<file path="config.mk">
export PLATFORM = sky130hd
export DESIGN_NAME = bit_packer
export DESIGN_NICKNAME = d
export VERILOG_FILES = /design/src/rtl/bit_packer.sv
export SDC_FILE = /design/constraint.sdc
export NUM_CORES = 1
export LEC_CHECK = 0
export CAP_MARGIN = 20
export CELL_PAD_IN_SITES_DETAIL_PLACEMENT = 1
export CELL_PAD_IN_SITES_GLOBAL_PLACEMENT = 2
export CORE_ASPECT_RATIO = 1.5
export CORE_UTILIZATION = 33
export CTS_CLUSTER_SIZE = 8
export DETAILED_ROUTE_END_ITERATION = 16
export GPL_TIMING_DRIVEN = 0
export PLACE_DENSITY_LB_ADDON = 0.25
export SYNTH_ARGS = -nofsm -noshare
export SYNTH_HDL_FRONTEND = slang
export SYNTH_SLANG_ARGS = --single-unit
</file>
<file path="constraint.sdc">
create_clock -name clk -period 5.9 [get_ports clk]
set_input_delay 0.885 -clock clk [delete_from_list [all_inputs] [get_ports clk]]
set_output_delay 0.885 -clock clk [all_outputs]
set_load 0.005 [all_outputs]
</file>
<file path="src/rtl/bit_packer.sv">
// Packs variable-length fields into fixed OUT_W-bit words over valid/ready handshakes.
// Define BIT_PACKER_LSB_FIRST_EN for LSB-first ordering (default is MSB-first).
`timescale 1ns/1ps
module bit_packer #(
    parameter int IN_W  = 8,
    parameter int OUT_W = 32,
    parameter int LEN_W = $clog2(IN_W + 1)
) (
    input  logic                         clk,
    input  logic                         rst,
    input  logic                         in_valid,
    output logic                         in_ready,
    input  logic [IN_W-1:0]              in_data,
    input  logic [LEN_W-1:0]             in_len,
    input  logic                         in_flush,
    output logic                         out_valid,
    input  logic                         out_ready,
    output logic [OUT_W-1:0]             out_data,
    output logic [$clog2(OUT_W+1)-1:0]   out_bits,
    output logic                         out_last
);
    localparam int ACC_W = OUT_W + IN_W;
    localparam int N_W   = $clog2(ACC_W + 1);
    localparam int B_W   = $clog2(OUT_W + 1);
    localparam logic [LEN_W-1:0] IN_W_L  = LEN_W'(IN_W);
    localparam logic [N_W-1:0]   OUT_W_N = N_W'(OUT_W);
    localparam logic [B_W-1:0]   OUT_W_B = B_W'(OUT_W);

    typedef enum logic {FILL, DRAIN} state_t;

    state_t           state;
    logic [ACC_W-1:0] acc;
    logic [N_W-1:0]   cnt;

    logic             slot_free;
    logic             accept;
    logic [LEN_W-1:0] len_c;
    logic [N_W-1:0]   n;
    logic [N_W-1:0]   rem_n;
    logic [ACC_W-1:0] field;
    logic [ACC_W-1:0] acc_cat;
    logic [ACC_W-1:0] rem_bits;
    logic [OUT_W-1:0] word_full;
    logic [OUT_W-1:0] word_part;
    logic [OUT_W-1:0] word_drain;

    assign slot_free = !out_valid || out_ready;
    assign in_ready  = (state == FILL) && slot_free && !rst;
    assign accept    = in_valid && in_ready;

    always_comb begin
        len_c = (in_len > IN_W_L) ? IN_W_L : in_len;
        field = ACC_W'(in_data) & ((ACC_W'(1) << len_c) - ACC_W'(1));
        n     = cnt + N_W'(len_c);
        rem_n = n - OUT_W_N;
`ifdef BIT_PACKER_LSB_FIRST_EN
        // acc holds the pending bits right-aligned, first-arrived bit at bit 0
        acc_cat    = acc | (field << cnt);
        word_full  = acc_cat[OUT_W-1:0];
        rem_bits   = acc_cat >> OUT_W;
        word_part  = acc_cat[OUT_W-1:0];
        word_drain = acc[OUT_W-1:0];
`else
        // acc holds the pending bits right-aligned, most recent field in the LSBs
        acc_cat    = (acc << len_c) | field;
        word_full  = OUT_W'(acc_cat >> rem_n);
        rem_bits   = acc_cat & ((ACC_W'(1) << rem_n) - ACC_W'(1));
        word_part  = OUT_W'(acc_cat << (OUT_W_N - n));
        word_drain = OUT_W'(acc << (OUT_W_N - cnt));
`endif
    end

    always_ff @(posedge clk) begin
        if (rst) begin
            state     <= FILL;
            acc       <= '0;
            cnt       <= '0;
            out_valid <= 1'b0;
            out_data  <= '0;
            out_bits  <= '0;
            out_last  <= 1'b0;
        end else begin
            if (out_valid && out_ready)
                out_valid <= 1'b0;
            case (state)
                FILL: begin
                    if (accept) begin
                        if (n >= OUT_W_N) begin
                            out_valid <= 1'b1;
                            out_data  <= word_full;
                            out_bits  <= OUT_W_B;
                            out_last  <= in_flush && (rem_n == '0);
                            acc       <= rem_bits;
                            cnt       <= rem_n;
                            if (in_flush && (rem_n != '0))
                                state <= DRAIN;
                        end else if (in_flush && (n != '0)) begin
                            out_valid <= 1'b1;
                            out_data  <= word_part;
                            out_bits  <= B_W'(n);
                            out_last  <= 1'b1;
                            acc       <= '0;
                            cnt       <= '0;
                        end else begin
                            acc <= acc_cat;
                            cnt <= n;
                        end
                    end
                end
                DRAIN: begin
                    // straddle remainder left behind by a flush goes out as its own closing word
                    if (slot_free) begin
                        out_valid <= 1'b1;
                        out_data  <= word_drain;
                        out_bits  <= B_W'(cnt);
                        out_last  <= 1'b1;
                        acc       <= '0;
                        cnt       <= '0;
                        state     <= FILL;
                    end
                end
                default: state <= FILL;
            endcase
        end
    end
endmodule
</file>
==> impl_metrics.yaml <==
status:
  outcome: "completed"
clocking:
  clkTransAtPathRegs_ns: 0.07
  cts_num_sinks: 87
  cts_tree: "done"
  insertion_delay_ns: 0.39
  cts.htree.levels: 3
  cts-root-buf: "sky130_fd_sc_hd__clkbuf_16"
  clock_tree.buffer_depth: 2
  cts_inserted_buffers: 9
  hold_buf_count_cts: 0
route:
  drtAntennaViolNets: 0
  detailedRoute.firstIterationViolations: 2353
  wire_per_inst_um: 41.5
  route.vias.total: 17800
  detail_route.drc_violations: 0
  iteration_count_of_the_initial_detailed_routing_pass: 6
  routed_via_density: 7.50
  finalWirelength_um: 98600
sta:
  period_share_pct: 98.3
  finClkSkew_ns: 0.0114
  maxSlewHeadroom_pct: 13.3
  highest_clock_frequency_the_design_can_meet_mhz: 172
  postLayoutSetupSlackWorst_ns: 0.0982
  timing.final.max_slew_violations: 0
  period_minus_slack_ns: 5.80
  finalSetupViolCount: 0
  worstMarginPinSlew_ns: 1.30
  tns_ns: 0
  finalHoldViolations: 0
critical_path:
  crit_type: "primary input to flop"
  timing.critical_path.from: "in_len[3]"
  r2r-start: "cnt[0]"
  cp.arrival_ns: 6.08
  worst_setup_path_end_kind: "flop"
  ff_to_ff_path_depth: 15
  r2r_setup_slack_ns: 0.16
  timing.critical_path.required_ns: 6.18
  start_kind: "primary input"
  timing.critical_path.fanout_max: 11
  critical_path.reg2reg.endpoint: "out_data[26]"
  worst_setup_path_endpoint: "acc[24]"
placement:
  port_buffers: 56
  replace_congestion: 1.11
  place_worst_setup_slack_ns: -3.58
  placement_cell_area_sq_um: 14300
  detailed_placer_s_ending_hpwl_um: 77400
layout:
  fin_util_pct: 38.5
  fillCellCount: 4835
  post-route-cell-area_sq_um: 14900
  layout-drive-gt1-share_pct: 13.4
  fin_nets: 1902
  regArea_sq_um: 1740
  area_growth_pct: 14.2
  multi_input_comb_area_sq_um: 10500
die:
  floorplan.die_area_sq_um: 40300
  start_util_pct: 33.7
  die_x_um: 164
  floorplan.rows: 88
  ios: 58
  die_h_um: 245
  core_region_sq_um: 38600
run:
  timing.max_cap.violations: 0
grt:
  grt_start_max_net_pins: 14
  global_route.usage.total_pct: 50.0
  first_global_vias: 17600
  grt_first_pass_wirelength_um: 141000
  grt.overflow.total: 0
  antenna_found_initial: 6
synthesis:
  synth_warnings: 0
  synth_register_bits: 87
  synth_area_per_cell_sq_um: 7.26
  number_of_enable_type_register_cells_in_the_synthesized_netlist: 0
  post_synth_instance_area_sq_um: 13000
  top_ff_cell_synth: "sky130_fd_sc_hd__dfxtp_1"
  synthesis.instances: 1794
  synthesis.nets: 1820
  synthArstFlopShare_pct: 0
  synth_sequential_area_ratio_pct: 13.4
  ys_types: 104
power_and_ir_drop:
  p_per_area_nw_per_um2: 178
  totalPowerFinal_mw: 2.65
  vdd.ir_drop.worst_mv: 0.135
  total_leakage_power_nw: 5.15
worst_hold_path:
  min-delay-path-class: "flop to flop"
-- worst max-delay path: stages --
cell	delay [ns]
sky130_fd_sc_hd__buf_2	0.24
sky130_fd_sc_hd__buf_6	0.20
sky130_fd_sc_hd__buf_6	0.15
sky130_fd_sc_hd__nand2b_4	0.21
sky130_fd_sc_hd__inv_1	0.13
sky130_fd_sc_hd__ha_1	0.21
sky130_fd_sc_hd__inv_1	0.08
sky130_fd_sc_hd__fa_2	0.39
sky130_fd_sc_hd__xnor2_2	0.16
sky130_fd_sc_hd__buf_4	0.14
sky130_fd_sc_hd__inv_1	0.07
sky130_fd_sc_hd__buf_4	0.22
sky130_fd_sc_hd__clkbuf_8	0.23
sky130_fd_sc_hd__clkbuf_4	0.26
sky130_fd_sc_hd__buf_6	0.23
sky130_fd_sc_hd__ha_4	0.25
sky130_fd_sc_hd__buf_4	0.22
sky130_fd_sc_hd__buf_4	0.23
sky130_fd_sc_hd__nand2_1	0.14
sky130_fd_sc_hd__ha_4	0.23
sky130_fd_sc_hd__o41a_1	0.18
sky130_fd_sc_hd__o31a_1	0.20
sky130_fd_sc_hd__buf_4	0.17
sky130_fd_sc_hd__xor2_1	0.15
sky130_fd_sc_hd__nand2_1	0.13
sky130_fd_sc_hd__a32o_1	0.32
-- cells in the mapped netlist (all sizes together), types with 37 or more instances --
master / number / area (sq um)
o21ai: 100 / 508
nor2: 193 / 727
a211oi: 41 / 335
buf: 56 / 349
nand2: 215 / 807
nor3: 59 / 332
nand3: 44 / 220
a21oi: 112 / 568
mux2i: 100 / 1000
mux2: 37 / 428
clkbuf: 129 / 485
a22oi: 45 / 343
mux4: 46 / 1040
dfxtp: 87 / 1740
-- final cells by class --
cell class	count	area share, %
Antenna cell	3	0.0505
Clock buffer	11	1.63
Buffer	182	6.11
Sequential cell	87	11.7
Inverter	31	0.824
Tap cell	495	4.16
Multi-Input combinational cell	1490	70.6
Timing Repair Buffer	75	4.79
Clock inverter	4	0.151
-- cell usage in the layout, fill, tap and decap left out, drive strengths merged, types with 9 or more instances in the layout --
cell type,netlist,layout
o221ai,12,12
o21a,17,17
a21oi,112,112
o211ai,30,30
a21o,10,10
a2bb2oi,10,10
and2,13,13
o21ai,100,100
and3,16,16
nor3b,11,11
nand2b,16,16
a221o,9,9
buf,56,75
a32oi,13,13
a2111oi,9,9
o2bb2ai,9,9
nand3,44,44
nor2,193,193
a211o,13,13
a211oi,41,41
nand4,15,15
a22oi,45,45
clkdlybuf4s50,0,54
a32o,12,12
nand2,215,215
mux4,46,46
mux2,37,37
clkbuf,129,137
inv,31,30
a22o,11,11
a221oi,15,15
xnor2,14,14
or3,12,12
o31ai,18,18
o22ai,31,31
dfxtp,87,87
mux2i,100,100
a31oi,30,30
nor3,59,59
a311oi,22,22
-- logic make-up after synthesis --
family	Yosys count	share of synthesized area, %
xor gates and xnor gates	21	1.41
AOI/OAI and AO/OA	633	34.7
and+or+nand+nor	643	23.2
adders and majority gates	10	0.999
buffers and inverters	217	7.37
muxes	183	18.9
DFF	87	13.4
-- metrics by stage --
step / std cells / hold slack, ns
2_1_floorplan: 1794 / 0.460
3_3_place_gp: 2345 / 0.488
3_5_place_dp: 2351 / 0.499
4_1_cts: 2368 / 0.508
5_1_grt: 2377 / 0.521
6_report: 2378 / 0.503
-- power by group --
group / total (mW) / internal (mW) / switching [mW]
Clock: 0.576 / 0.293 / 0.283
Sequential: 0.628 / 0.610 / 0.0180
Combinational: 1.45 / 0.411 / 1.03
Total: 2.65 / 1.31 / 1.33
-- metal layers --
| layer | vias to the layer above | routed length, um | track usage (%) |
|---|---|---|---|
| met1 | 8690 | 34900 | 56.0 |
| met4 | 0 | 11500 | 45.4 |
| met3 | 569 | 9530 | 16.2 |
| met2 | 1503 | 42700 | 74.6 |
| li1 | 7079 | - | - |
| met5 | - | 0 | 1.14 |
-- how the worst min path moves through the flow --
stage | startpoint | end | cells past startpoint
detailed placement | out_data[23] | out_data[23] | 2
global route | out_bits[3] | out_bits[3] | 2
floorplan | acc[38] | acc[38] | 1
finish | out_bits[5] | out_bits[5] | 2
global placement | out_bits[2] | out_bits[2] | 2
CTS | out_data[23] | out_data[23] | 2
-- sequential cells by signal, indices dropped and copies added (netlist names) --
register and cells:
acc 40, cnt 6, out_bits 6, out_data 32
out_last 1, out_valid 1, state 1
-- what timing repair did --
action,in CTS,in global routing
pin swaps,3,2
resized for setup,61,32
setup buffers,4,5
endpoints found under the setup margin,83,67
No activity file was read; power rests on OpenSTA's default activity.
